===== config.mk =====
export PLATFORM = sky130hd
export DESIGN_NAME = vga_timing_gen
export DESIGN_NICKNAME = d
export VERILOG_FILES = /design/src/rtl/vga_pkg.sv /design/src/rtl/vga_timing_gen_wrap_counter.sv /design/src/rtl/vga_timing_gen.sv
export SDC_FILE = /design/constraint.sdc
export NUM_CORES = 1
export LEC_CHECK = 0
export BUFFER_PORTS_ARGS = -buffer_cell sky130_fd_sc_hd__buf_4
export CORE_MARGIN = 2
export CORE_UTILIZATION = 45
export CTS_BUF_LIST = sky130_fd_sc_hd__clkbuf_4 sky130_fd_sc_hd__clkbuf_8
export DETAILED_ROUTE_END_ITERATION = 12
export GPL_ROUTABILITY_DRIVEN = 0
export PLACE_DENSITY = 0.71
export SYNTH_ARGS = -nofsm -noshare
export SYNTH_HDL_FRONTEND = slang
export SYNTH_SLANG_ARGS = --single-unit
export TNS_END_PERCENT = 10

===== constraint.sdc =====
create_clock -name CLOCK_50 -period 1.9 [get_ports CLOCK_50]
set_clock_uncertainty 0.1 [all_clocks]
set_input_delay 0.38 -clock CLOCK_50 [delete_from_list [all_inputs] [get_ports CLOCK_50]]
set_output_delay 0.38 -clock CLOCK_50 [all_outputs]
set_load 0.02 [all_outputs]

===== src/rtl/vga_pkg.sv =====
// Shared raster timing types, the 640x480 reference timing and total helpers.
package vga_pkg;

  localparam int unsigned AXIS_W = 16;

  typedef struct packed {
    logic [AXIS_W-1:0] active;
    logic [AXIS_W-1:0] fp;
    logic [AXIS_W-1:0] sync;
    logic [AXIS_W-1:0] bp;
  } vga_axis_t;

  typedef struct packed {
    vga_axis_t h;
    vga_axis_t v;
  } vga_timing_t;

  localparam vga_timing_t VGA_640x480 = '{
    h: '{active: 16'd640, fp: 16'd16, sync: 16'd96, bp: 16'd48},
    v: '{active: 16'd480, fp: 16'd10, sync: 16'd2,  bp: 16'd29}
  };

  localparam int unsigned VGA_640x480_CLK_DIV = 2;

  function automatic int unsigned axis_total(input vga_axis_t a);
    return 32'(a.active) + 32'(a.fp) + 32'(a.sync) + 32'(a.bp);
  endfunction

  function automatic int unsigned h_total(input vga_timing_t t);
    return axis_total(t.h);
  endfunction

  function automatic int unsigned v_total(input vga_timing_t t);
    return axis_total(t.v);
  endfunction

endpackage


===== src/rtl/vga_timing_gen_wrap_counter.sv =====
// Modulo-(MAX+1) counter with synchronous clear; wrap flags the increment that returns to 0.
module wrap_counter #(
  parameter int unsigned MAX = 1,
  parameter int unsigned W   = (MAX > 0) ? $clog2(MAX + 1) : 1
) (
  input  logic         clk,
  input  logic         reset_L,
  input  logic         inc,
  input  logic         clr,
  output logic [W-1:0] q,
  output logic         wrap
);

  logic [W-1:0] q_q;
  logic [W-1:0] q_d;
  logic         at_max_c;

  assign at_max_c = (q_q == W'(MAX));

  always_comb begin
    q_d = q_q;
    if (clr) begin
      q_d = '0;
    end else if (inc) begin
      q_d = at_max_c ? '0 : q_q + W'(1);
    end
  end

  always_ff @(posedge clk or negedge reset_L) begin
    if (!reset_L) begin
      q_q <= '0;
    end else begin
      q_q <= q_d;
    end
  end

  assign q    = q_q;
  assign wrap = inc & at_max_c;

endmodule


===== src/rtl/vga_timing_gen.sv =====
// Parametrised raster timing generator: pixel divider, column and row counters chained
// by wrap, plus a completed-frame counter; all timing outputs decode directly from state.
module vga_timing_gen
  import vga_pkg::*;
#(
  parameter int unsigned H_ACTIVE = 32'(VGA_640x480.h.active),
  parameter int unsigned H_FP     = 32'(VGA_640x480.h.fp),
  parameter int unsigned H_SYNC   = 32'(VGA_640x480.h.sync),
  parameter int unsigned H_BP     = 32'(VGA_640x480.h.bp),
  parameter int unsigned V_ACTIVE = 32'(VGA_640x480.v.active),
  parameter int unsigned V_FP     = 32'(VGA_640x480.v.fp),
  parameter int unsigned V_SYNC   = 32'(VGA_640x480.v.sync),
  parameter int unsigned V_BP     = 32'(VGA_640x480.v.bp),
  parameter int unsigned CLK_DIV  = VGA_640x480_CLK_DIV,
  parameter bit          HS_POL   = 1'b0,
  parameter bit          VS_POL   = 1'b0,
  parameter int unsigned PREFETCH = 5,
  parameter int unsigned FRAME_W  = 16,
  localparam vga_timing_t TIMING = '{
    h: '{active: AXIS_W'(H_ACTIVE), fp: AXIS_W'(H_FP), sync: AXIS_W'(H_SYNC), bp: AXIS_W'(H_BP)},
    v: '{active: AXIS_W'(V_ACTIVE), fp: AXIS_W'(V_FP), sync: AXIS_W'(V_SYNC), bp: AXIS_W'(V_BP)}
  },
  localparam int unsigned H_TOTAL = h_total(TIMING),
  localparam int unsigned V_TOTAL = v_total(TIMING),
  localparam int unsigned COL_W   = $clog2(H_TOTAL),
  localparam int unsigned ROW_W   = $clog2(V_TOTAL)
) (
  input  logic               CLOCK_50,
  input  logic               reset_L,
  input  logic               en,
  input  logic               restart,
  output logic               HS,
  output logic               VS,
  output logic               h_blank,
  output logic               v_blank,
  output logic               blank,
  output logic               pix_en,
  output logic               line_start,
  output logic               frame_start,
  output logic               prefetch,
  output logic [COL_W-1:0]   col,
  output logic [ROW_W-1:0]   row,
  output logic [FRAME_W-1:0] frame_cnt
);

  localparam int unsigned DIV_W     = (CLK_DIV > 1) ? $clog2(CLK_DIV) : 1;
  localparam int unsigned HS_START  = H_ACTIVE + H_FP;
  localparam int unsigned HS_END    = HS_START + H_SYNC;
  localparam int unsigned VS_START  = V_ACTIVE + V_FP;
  localparam int unsigned VS_END    = VS_START + V_SYNC;
  localparam int unsigned LINE_CLKS = H_TOTAL * CLK_DIV;
  localparam int unsigned PF_START  = LINE_CLKS - PREFETCH;

  if (CLK_DIV < 1) begin : g_bad_clk_div
    $error("vga_timing_gen: CLK_DIV must be at least 1");
  end
  if (H_ACTIVE == 0 || H_FP == 0 || H_SYNC == 0 || H_BP == 0 ||
      V_ACTIVE == 0 || V_FP == 0 || V_SYNC == 0 || V_BP == 0) begin : g_bad_interval
    $error("vga_timing_gen: every timing interval must be non-zero");
  end
  if (PREFETCH < 1 || PREFETCH > LINE_CLKS) begin : g_bad_prefetch
    $error("vga_timing_gen: PREFETCH must lie in 1..H_TOTAL*CLK_DIV");
  end

  logic [DIV_W-1:0]   div_q;
  logic [COL_W-1:0]   col_q;
  logic [ROW_W-1:0]   row_q;
  logic [FRAME_W-1:0] frame_q;
  logic [FRAME_W-1:0] frame_d;
  logic               adv_c;
  logic               div_wrap_c;
  logic               col_wrap_c;
  logic               row_wrap_c;
  logic [31:0]        line_pos_c;

  // restart wins over en, so a restart on the last frame clock never counts a frame
  assign adv_c = en & ~restart;

  wrap_counter #(.MAX(CLK_DIV - 1), .W(DIV_W)) u_div (
    .clk     (CLOCK_50),
    .reset_L (reset_L),
    .inc     (adv_c),
    .clr     (restart),
    .q       (div_q),
    .wrap    (div_wrap_c)
  );

  wrap_counter #(.MAX(H_TOTAL - 1), .W(COL_W)) u_col (
    .clk     (CLOCK_50),
    .reset_L (reset_L),
    .inc     (div_wrap_c),
    .clr     (restart),
    .q       (col_q),
    .wrap    (col_wrap_c)
  );

  wrap_counter #(.MAX(V_TOTAL - 1), .W(ROW_W)) u_row (
    .clk     (CLOCK_50),
    .reset_L (reset_L),
    .inc     (col_wrap_c),
    .clr     (restart),
    .q       (row_q),
    .wrap    (row_wrap_c)
  );

  always_comb begin
    frame_d = frame_q;
    if (row_wrap_c) begin
      frame_d = frame_q + FRAME_W'(1);
    end
  end

  always_ff @(posedge CLOCK_50 or negedge reset_L) begin
    if (!reset_L) begin
      frame_q <= '0;
    end else begin
      frame_q <= frame_d;
    end
  end

  // Clock offset within the line, used for the prefetch window
  assign line_pos_c = 32'(col_q) * CLK_DIV + 32'(div_q);

  assign HS          = ((32'(col_q) >= HS_START) && (32'(col_q) < HS_END)) ? HS_POL : ~HS_POL;
  assign VS          = ((32'(row_q) >= VS_START) && (32'(row_q) < VS_END)) ? VS_POL : ~VS_POL;
  assign h_blank     = (32'(col_q) >= H_ACTIVE);
  assign v_blank     = (32'(row_q) >= V_ACTIVE);
  assign blank       = h_blank | v_blank;
  assign pix_en      = (div_q == DIV_W'(CLK_DIV - 1));
  assign line_start  = en & (col_q == '0) & (div_q == '0);
  assign frame_start = line_start & (row_q == '0);
  assign prefetch    = (line_pos_c >= PF_START);
  assign col         = col_q;
  assign row         = row_q;
  assign frame_cnt   = frame_q;

endmodule


==> qor.csv, run 1 <==
metric;value;unit
run_status;finished with violations;
violations;setup timing;
post_synth_instance_area;0.002158;mm²
insertion_delay;0.30;ns
critical_path_required;1.42;ns
crit_slowest_cell;sky130_fd_sc_hd__dfrtp_2;
dp_hpwl;3961;µm
power.density;558.5;mW/mm²
pwr-share-clk;0.418;
worst_slew_margin_rel;0.6804;
die_w;73.26;µm
finalNetCount;308;
grt-ovfl-total;0;
vias;2053;
initial_antenna_violation_count;0;
setup.worst_path.end_class;output pin;
final-setup-viol-count;13;
timing.setup.tns;-1.195;ns
cell_count_after_synthesis;227;
synthesis.nets;237;
route.antenna.remaining_nets;0;
worstPathArrival;1.71;ns
avgRoutedWirePerCell;16.12;µm
yosys.area_share.xor_xnor;0.08116;
drt-pass1-iter-count;4;
yosys.area_share.adder;0.03478;
antenna-diode-count;0;
cts-root-buf;sky130_fd_sc_hd__clkbuf_8;
floorplan.initialDensity;0.4631;
rsz0062_at_grt;yes;
die_h;73.26;µm
critical_path.startpoint_type;flop;
grt_max_degree;38;
grt_pass1_wl;9045;µm
tritoncts;built;
ys_top_cells_by_count;sky130_fd_sc_hd__dfrtp_1 (37), sky130_fd_sc_hd__nand2_1 (20), sky130_fd_sc_hd__nand3_1 (16);
cts_htree_levels;2;
worst_hold_path_type;input port to flop;
flow.area_growth_from_synthesis;37.45;%
synth_edf_count;0;
setup_ws;-0.2904;ns
leakage;0.001345;µW
simple_logic_cell_fraction_of_the_synthesized_area;0.2881;
ys.flop_type;sky130_fd_sc_hd__dfrtp_1;
irDropWorstVdd;0.0003480;V
final-max-slew-violation-count;0;
ys.warnings.count;0;
final_layout_size_suffix_gt1_frac;0.3980;
yosysMostFrequentCell;sky130_fd_sc_hd__dfrtp_1;
boundaryPins;49;
track_usage;0.2197;
synth_top_area_share;0.4290;
number_of_sinks_handled_by_clock_tree_synthesis;37;
synth_mux_area_frac;0.009855;
placement.io_buffers;48;
power.share.combinational;0.094;
finalWirelength;5689;µm
path_buf_inv;2;
number_of_global_route_vias_before_repair;1919;
sw_power;390.0;µW
postSynthAreaPerCell;9.508;µm²
final.min_clock_period;2.190;ns
power.switching_fraction;0.2354;
layout.core_utilization;0.6365;
timing.fmax;0.4565;GHz
synthDominantAreaCellType;sky130_fd_sc_hd__dfrtp_1;
synth_sequential_area_ratio;0.4290;
synth_compound_area_frac;0.1154;
core_region_area;0.004661;mm²
internal_power;1267;µW
maxCapViolations;0;
post_synth_main_area_contributors;sky130_fd_sc_hd__dfrtp_1 (43%), sky130_fd_sc_hd__xnor2_1 (4.1%), sky130_fd_sc_hd__xor2_1 (4.1%);
cts_inserted_buffers;5;
synth_top_family_by_area;simple AND/OR/NAND/NOR gates;
detail_route.iter0.violations;152;
synth-seq-cells;37;
critical_path.max_stage_delay;0.42;ns
crit_fanout;2;
drt_drc_violations_left;0;
report.final.hold_viol_count;0;
synthDistinctLibCells;49;
cts.clk_slew.worst_paths;0.08;ns
pre_cts_ws;0.003401;ns
final_min_period_over_clock_period;1.153;
async_set_reset_flop_share_out_of_synthesis;1.000;
post_drt_via_cell_ratio;5.816;
critPathTopFamily;simple AND/OR/NAND/NOR gates;
ctsLongestPathBuffers;2;
std_cell_rows;25;
floorplan.die_area;0.005366;mm²
path_class;flop to output pin;
worstPathCellList;inv_2, ha_4, nor4bb_1, and3_2, and4_4, buf_6;
pwr-share-seq;0.488;
tightestPinTransition;0.4794;ns
==> kinds of logic (layout without fill, tap and decap cells) <==
logic type | count (synthesis) | after routing
AO/OA/AOI/OAI | 37 | 37
XOR/XNOR | 20 | 20
adder cells (fa/ha/maj) | 6 | 6
buffers and inverters | 19 | 91
flip-flops | 37 | 37
multiplexers | 2 | 2
AND/OR/NAND/NOR | 106 | 106
==> final timing paths <==
check                                end  depth (start not counted)           from  slack [ns]
max in group asynchronous     u_row.q[5]                          2        reset_L        0.85
hold reg to reg            frame_cnt[15]                          1  frame_cnt[15]        0.37
hold / removal                   u_div.q                          3             en        0.27
setup reg to reg              u_col.q[5]                          6     u_col.q[1]       -0.13
min in group asynchronous        u_div.q                          2        reset_L        0.48
setup / recovery             frame_start                          6     u_col.q[1]       -0.29
==> final cells by class <==
type / count / area, µm²
Clock buffer: 6 / 76.32
Clock inverter: 2 / 35.03
Inverter: 8 / 30.03
Multi-Input combinational cell: 171 / 1222
Fill cell: 402 / 1694
Tap cell: 54 / 67.56
Timing Repair Buffer: 75 / 599.3
Sequential cell: 37 / 935.9
==> state kept, by name (all words and copies together), names as in the netlist <==
register / count
u_div.q: 1
u_col.q: 10
frame_cnt: 16
u_row.q: 10
==> stage by stage <==
stage	cells	total power (µW)	cell area (µm²)	hold WS [ns]
2_1_floorplan	227	889.4	2176	-0.01559
3_3_place_gp	339	954.9	2701	0.2750
3_5_place_dp	339	955.6	2701	0.2745
4_1_cts	351	1662	2899	0.2766
5_1_grt	353	1724	2967	0.3002
6_report	353	1657	2967	0.2721
==> what timing repair did <==
action	CTS	global route
setup buffers	3	2
gates resized for setup	20	15
setup endpoints to repair	7	28
hold buffers	1	0
pin swaps	5	5
endpoints found under the hold margin	37	0
==> cell usage in the layout (no fill, tap or decap), types with 2 or more instances in the layout <==
cell type / synthesis / final
sky130_fd_sc_hd__and3b_1: 2 / 2
sky130_fd_sc_hd__buf_4: 1 / 65
sky130_fd_sc_hd__ha_4: 0 / 2
sky130_fd_sc_hd__o21ai_1: 1 / 3
sky130_fd_sc_hd__inv_2: 0 / 2
sky130_fd_sc_hd__dfrtp_1: 37 / 29
sky130_fd_sc_hd__a31oi_1: 9 / 9
sky130_fd_sc_hd__and3_2: 0 / 2
sky130_fd_sc_hd__nand4_1: 9 / 9
sky130_fd_sc_hd__nor3_1: 9 / 8
sky130_fd_sc_hd__buf_6: 1 / 9
sky130_fd_sc_hd__clkbuf_8: 0 / 5
sky130_fd_sc_hd__nor2_1: 8 / 8
sky130_fd_sc_hd__xor2_1: 10 / 10
sky130_fd_sc_hd__nand2_1: 20 / 19
sky130_fd_sc_hd__inv_1: 8 / 6
sky130_fd_sc_hd__dfrtp_2: 0 / 8
sky130_fd_sc_hd__a21o_1: 2 / 2
sky130_fd_sc_hd__and4_4: 1 / 3
sky130_fd_sc_hd__or3_1: 8 / 7
sky130_fd_sc_hd__nand3_1: 16 / 16
sky130_fd_sc_hd__nor4_2: 2 / 3
sky130_fd_sc_hd__and2_1: 3 / 2
sky130_fd_sc_hd__o21ai_0: 8 / 6
sky130_fd_sc_hd__nor4_1: 11 / 10
sky130_fd_sc_hd__xnor2_1: 10 / 10
sky130_fd_sc_hd__ha_1: 6 / 4
sky130_fd_sc_hd__or2_2: 4 / 3
sky130_fd_sc_hd__a41oi_1: 2 / 2
sky130_fd_sc_hd__a21oi_1: 4 / 4
==> worst register-to-register path: cells and delay by family, from the launching register on <==
kind | cells | cell delay [ns]
AND/OR/NAND/NOR | 2 | 0.57
AO/OA/AOI/OAI | 2 | 0.56
flip-flops | 1 | 0.42
adder cells (fa/ha/maj) | 1 | 0.16
buffers and inverters | 1 | 0.15
==> power by group through the flow <==
stage	combinational [µW]	sequential [µW]	clock [µW]
floorplan	59.0	830	0
global placement	132	823	0
detailed placement	132	824	0
CTS	149	807	706
global route	170	809	745
finish	156	808	693
==> metal layers <==
metal	vias to the layer above	wire length [µm]	track usage
met5	-	0	0
met2	73	2741	0.3393
met1	986	2547	0.2964
met4	0	82	0.08025
met3	8	319	0.05761
li1	986	-	-
Power figures use the tool's default switching activity.
==> run 2: changes to the inputs <==
--- a/config.mk
+++ b/config.mk
@@ -12,6 +12,7 @@
 export DETAILED_ROUTE_END_ITERATION = 12
 export GPL_ROUTABILITY_DRIVEN = 0
 export PLACE_DENSITY = 0.71
+export SETUP_SLACK_MARGIN = 0.4
 export SYNTH_ARGS = -nofsm -noshare
 export SYNTH_HDL_FRONTEND = slang
 export SYNTH_SLANG_ARGS = --single-unit
==> run 2 against run 1 <==
  * The run still ends with setup timing left
  * Sequential share of layout area is 2.9 points lower
  * Clock power decreased by 12%
  * First-iteration DRC count down 26%
  * Worst hold slack improved by 0.014 ns
  * Sequential cell count did not move
  * Maximum frequency increased by 5.4%
  * Non-clock buffer count up 16
  * Combinational power grew 7%
  * Highest routed layer unchanged
==> qor.csv, run 2 (synthesis gave the netlist of run 1 again) <==
metric;value;unit
crit_slowest_cell;sky130_fd_sc_hd__dfrtp_2;
route.antenna.remaining_nets;0;
tritoncts;built;
final.min_clock_period;2.078;ns
largest_reg_flops;16;
dp_hpwl;3901;µm
layout_commonest_cell;sky130_fd_sc_hd__buf_4;
floorplan.die_area;0.005366;mm²
crit_fanout;2;
initial_antenna_violation_count;0;
placement.io_buffers;48;
boundaryPins;49;
report.final.hold_viol_count;0;
timing.fmax;0.4812;GHz
rsz0062_at_grt;yes;
grt-ovfl-total;0;
final-max-slew-violation-count;0;
cts.clk_slew.worst_paths;0.08;ns
critical_path_required;1.42;ns
finalWirelength;6003;µm
worstPathCellList;inv_2, ha_1, nor4bb_1, and3_2, and4_4, buf_6;
maxCapViolations;0;
floorplan.initialDensity;0.4631;
n_fill_cell;359;
cts_inserted_buffers;5;
die_w;73.26;µm
grt_max_degree;38;
leakage;0.001503;µW
number_of_global_route_vias_before_repair;2045;
core_region_area;0.004661;mm²
worst_slew_margin_rel;0.6768;
path_class;flop to output pin;
final-setup-viol-count;11;
grt_pass1_wl;9591;µm
drt_drc_violations_left;0;
insertion_delay;0.30;ns
worstPathArrival;1.60;ns
finalNetCount;324;
flow.area_growth_from_synthesis;50.72;%
ctsLongestPathBuffers;2;
setup.worst_path.end_class;output pin;
vias;2129;
irDropWorstVdd;0.0003520;V
avgRoutedWirePerCell;16.27;µm
critical_path.startpoint_type;flop;
pre_cts_ws;0.01763;ns
final_layout_size_suffix_gt1_frac;0.4444;
drt-pass1-iter-count;4;
cts-root-buf;sky130_fd_sc_hd__clkbuf_8;
detail_route.iter0.violations;112;
violations;setup timing;
power.density;485.1;mW/mm²
tightestPinTransition;0.4847;ns
dp.cells;346;
worst_hold_path_type;input port to flop;
critical_path.max_stage_delay;0.42;ns
number_of_sinks_handled_by_clock_tree_synthesis;37;
track_usage;0.2286;
std_cell_rows;25;
die_h;73.26;µm
antenna-diode-count;0;
run_status;finished with violations;
cts_htree_levels;2;
final_min_period_over_clock_period;1.094;
finish.cell_count_without_fillers;369;
mostFrequentLayoutCells;sky130_fd_sc_hd__buf_4 (53), sky130_fd_sc_hd__buf_6 (35), sky130_fd_sc_hd__dfrtp_1 (33);
setup_ws;-0.1783;ns
post_drt_via_cell_ratio;5.770;
-- run 2: changes by cell type in the layout (fill, tap and decap cells not counted), moves of 2 or more --
cell                      change
sky130_fd_sc_hd__nor4_2       +3
sky130_fd_sc_hd__buf_4       -12
sky130_fd_sc_hd__nand2_4      +2
sky130_fd_sc_hd__dfrtp_1      +4
sky130_fd_sc_hd__nor4_4       +2
sky130_fd_sc_hd__nor4_1       -5
sky130_fd_sc_hd__buf_6       +26
sky130_fd_sc_hd__dfrtp_2      -4
sky130_fd_sc_hd__o21ai_0      -2
-- run 2: per-stage QoR --
step | setup TNS [ns] | instance area, µm² | power (µW) | hold WS, ns | util
floorplan | -0.05468 | 2193 | 889.4 | -0.01559 | -
global placement | 0 | 2765 | 960.6 | 0.2758 | 0.5933
detailed placement | 0 | 2765 | 961.0 | 0.2769 | 0.5933
CTS | -0.5889 | 3095 | 1573 | 0.2750 | 0.6642
global route | -2.147 | 3253 | 1637 | 0.2962 | 0.6980
finish | -0.6435 | 3253 | 1578 | 0.2858 | 0.6980
-- run 2: cell type report --
cell class	instances	area (µm²)	area share
flip-flops and latches	37	930.9	0.2862
clock inverters	2	13.76	0.004231
repair buffers	91	842.1	0.2588
multi-input cells	171	1286	0.3954
inverters	8	30.03	0.009231
clock buffers	6	82.58	0.02538
well taps	54	67.56	0.02077
-- run 2: final timing paths --
kind | slack, ns | depth (start not counted) | end | from
worst max register to register | -0.07 | 6 | u_col.q[5] | u_col.q[1]
worst max-delay path | -0.18 | 6 | frame_start | u_col.q[1]
worst min-delay path | 0.29 | 3 | u_div.q | en
max in group asynchronous | 0.86 | 2 | u_col.q[1] | reset_L
min in group asynchronous | 0.47 | 2 | u_col.q[6] | reset_L
worst min register to register | 0.37 | 1 | frame_cnt[15] | frame_cnt[15]
-- run 2: layer usage --
layer,track usage,wire length [µm],vias to the layer above
met3,0.04115,346,8
met5,0,0,-
li1,-,-,1011
met1,0.2980,2550,1040
met2,0.3884,3033,70
met4,0.06379,73,0
-- run 2: where the power goes --
| group | switching, µW | total (µW) | internal [µW] |
|---|---|---|---|
| Combinational | 95.3 | 167 | 71.8 |
| Sequential | 6.91 | 802 | 795 |
| Clock | 315 | 609 | 295 |
-- run 2: worst max-delay path: cells and delay by family (launching register included) --
family        cells  cell delay (ns)
fa+ha+maj         1             0.11
simple gates      3             0.62
flops             1             0.42
buf+inv           2             0.16
-- run 2: timing repair --
item | CTS | global route
endpoints found under the hold margin | 37 | 0
setup buffers | 12 | 1
hold buffers | 1 | 0
gates resized for setup | 40 | 32
endpoints found under the setup margin | 51 | 58
pin swaps | 7 | 13
gates cloned | 0 | 1
==> run 3: changes to the inputs <==
--- a/config.mk
+++ b/config.mk
@@ -12,7 +12,7 @@
 export DETAILED_ROUTE_END_ITERATION = 12
 export GPL_ROUTABILITY_DRIVEN = 0
 export PLACE_DENSITY = 0.71
-export SETUP_SLACK_MARGIN = 0.4
+export SETUP_SLACK_MARGIN = 0.3
 export SYNTH_ARGS = -nofsm -noshare
 export SYNTH_HDL_FRONTEND = slang
 export SYNTH_SLANG_ARGS = --single-unit
==> constraint.sdc (replaced) <==
create_clock -name CLOCK_50 -period 1.8 [get_ports CLOCK_50]
set_clock_uncertainty 0.1 [all_clocks]
set_input_delay 0.36 -clock CLOCK_50 [delete_from_list [all_inputs] [get_ports CLOCK_50]]
set_output_delay 0.36 -clock CLOCK_50 [all_outputs]
set_load 0.02 [all_outputs]
==> run 3 against run 2 <==
  * The flow still finishes with violations (setup timing)
  * Setup slack got worse by 0.15 ns
  * Global-route usage rose by 2.3 points
  * Sequential power rose by 5.7%
  * Die area did not move
  * Count of clock-buffer cells in the layout did not move
  * Critical endpoint unchanged
  * Largest cell class unchanged
==> qor.csv, run 3 (synthesis gave the netlist of run 1 again) <==
metric;value;unit
rsz0062_at_grt;yes;
cts-root-buf;sky130_fd_sc_hd__clkbuf_8;
cts_inserted_buffers;5;
crit_fanout;4;
power.density;485.8;mW/mm²
ctsLongestPathBuffers;2;
maxCapViolations;0;
floorplan.die_area;0.005366;mm²
placement.io_buffers;48;
initial_antenna_violation_count;0;
power.share.combinational;0.133;
report.final.hold_viol_count;0;
insertion_delay;0.30;ns
number_of_global_route_vias_before_repair;2155;
final_layout_size_suffix_gt1_frac;0.4969;
critical_path.max_stage_delay;0.44;ns
floorplan.initialDensity;0.4631;
run_status;finished with violations;
irDropWorstVdd;0.0003261;V
crit_slowest_cell;sky130_fd_sc_hd__dfrtp_1;
layout_commonest_cell;sky130_fd_sc_hd__buf_4;
track_usage;0.2514;
finalWirelength;6649;µm
boundaryPins;49;
final_min_period_over_clock_period;1.182;
drt-pass1-iter-count;4;
die_h;73.26;µm
worstSetupEndpoint;frame_start;
final.min_clock_period;2.128;ns
final-setup-viol-count;33;
worst_hold_path_type;input port to flop;
dp_hpwl;4192;µm
grt-ovfl-total;0;
critical_path_required;1.34;ns
critical_path.startpoint_type;flop;
drt_drc_violations_left;0;
finalNetCount;336;
worstReg2RegEnd;u_col.q[5];
grt_max_degree;38;
timing.fmax;0.4699;GHz
pwr-share-clk;0.354;
sw_power;428.9;µW
worstPathCellList;nor4_1, and3_4, and4_4, buf_6;
startpoint;u_col.q[3];
detail_route.iter0.violations;149;
route.antenna.remaining_nets;0;
tightestPinTransition;0.4888;ns
avgRoutedWirePerCell;17.50;µm
worstPathArrival;1.67;ns
tritoncts;built;
flow.area_growth_from_synthesis;57.62;%
path_class;flop to output pin;
worst_slew_margin_rel;0.6741;
timing.reg2reg.setup_slack;-0.25;ns
vias;2234;
core_region_area;0.004661;mm²
setup_ws;-0.3282;ns
worst-r2r-cell-count;7;
die_w;73.26;µm
antenna-diode-count;0;
post_drt_via_cell_ratio;5.879;
r2r-start;u_col.q[0];
cts.clk_slew.worst_paths;0.07;ns
pwr-share-seq;0.513;
grt_pass1_wl;10300;µm
stdcell_area;0.003402;mm²
final-max-slew-violation-count;0;
setup.worst_path.end_class;output pin;
power.switching_fraction;0.2595;
number_of_sinks_handled_by_clock_tree_synthesis;37;
violations;setup timing;
leakage;0.001594;µW
layout.core_utilization;0.7299;
dpl-instance-area;0.002890;mm²
internal_power;1224;µW
n_fill_cell;327;
cts_htree_levels;2;
largest_reg_flops;16;
whs_path_depth;4;
mostFrequentLayoutCells;sky130_fd_sc_hd__buf_4 (66), sky130_fd_sc_hd__buf_6 (34), sky130_fd_sc_hd__dfrtp_1 (31);
std_cell_rows;25;
-- run 3: worst min path at each step --
stage	start	slack [ns]	to
4_1_cts	restart	0.35	u_div.q
2_1_floorplan	reset_L	-0.04	frame_cnt[0]
5_1_grt	restart	0.36	u_div.q
6_report	en	0.35	u_div.q
3_3_place_gp	reset_L	0.25	u_col.q[9]
3_5_place_dp	reset_L	0.26	u_col.q[9]
-- run 3: per-stage QoR --
step | hold slack [ns] | setup slack [ns] | cells | TNS [ns] | power (µW)
finish | 0.3540 | -0.3282 | 380 | -3.131 | 1653
global route | 0.3640 | -0.3920 | 380 | -5.585 | 1709
CTS | 0.3497 | -0.3000 | 376 | -1.568 | 1615
detailed placement | 0.2573 | -0.06030 | 361 | -0.4235 | 1027
global placement | 0.2502 | -0.04584 | 361 | -0.1123 | 1023
floorplan | -0.03559 | -0.1279 | 227 | -1.139 | 938.8
-- run 3: layout make-up --
type,count,area [µm²],share of cell area
sequential,37,933.4,0.2744
multi-input combinational,172,1381,0.4060
clock inverter,1,5.005,0.001471
timing repair buffer,102,908.4,0.2670
clock buffer,6,76.32,0.02243
inverter,8,30.03,0.008827
tap,54,67.56,0.01986
-- run 3: critical path, delay by kind of cell (launching register included) --
family | cells | cell delay, ns
buffers and inverters | 1 | 0.11
flip-flops | 1 | 0.44
AND/OR/NAND/NOR | 3 | 0.82
-- run 3: power by group through the flow --
| stage | Sequential, µW | Combinational (µW) | Clock (µW) |
|---|---|---|---|
| finish | 848 | 219 | 586 |
| global route | 847 | 237 | 625 |
| CTS | 845 | 188 | 583 |
| detailed placement | 863 | 164 | 0 |
| global placement | 862 | 161 | 0 |
| floorplan | 877 | 62.3 | 0 |
-- run 3: metal layers --
layer	track usage	up-vias	part of all wire	wire, µm
li1	-	1039	-	-
met1	0.3130	1103	0.42	2767
met2	0.4244	72	0.51	3416
met3	0.05350	20	0.045	299
met4	0.09877	0	0.025	165
met5	0	-	0	0
-- run 3: what timing repair did --
item,in CTS,in global routing
endpoints found under the setup margin,49,57
hold buffers,1,0
gates resized for setup,45,45
buffers inserted,7,3
pin swaps,10,13
hold endpoints to repair,37,0
cloned,0,1
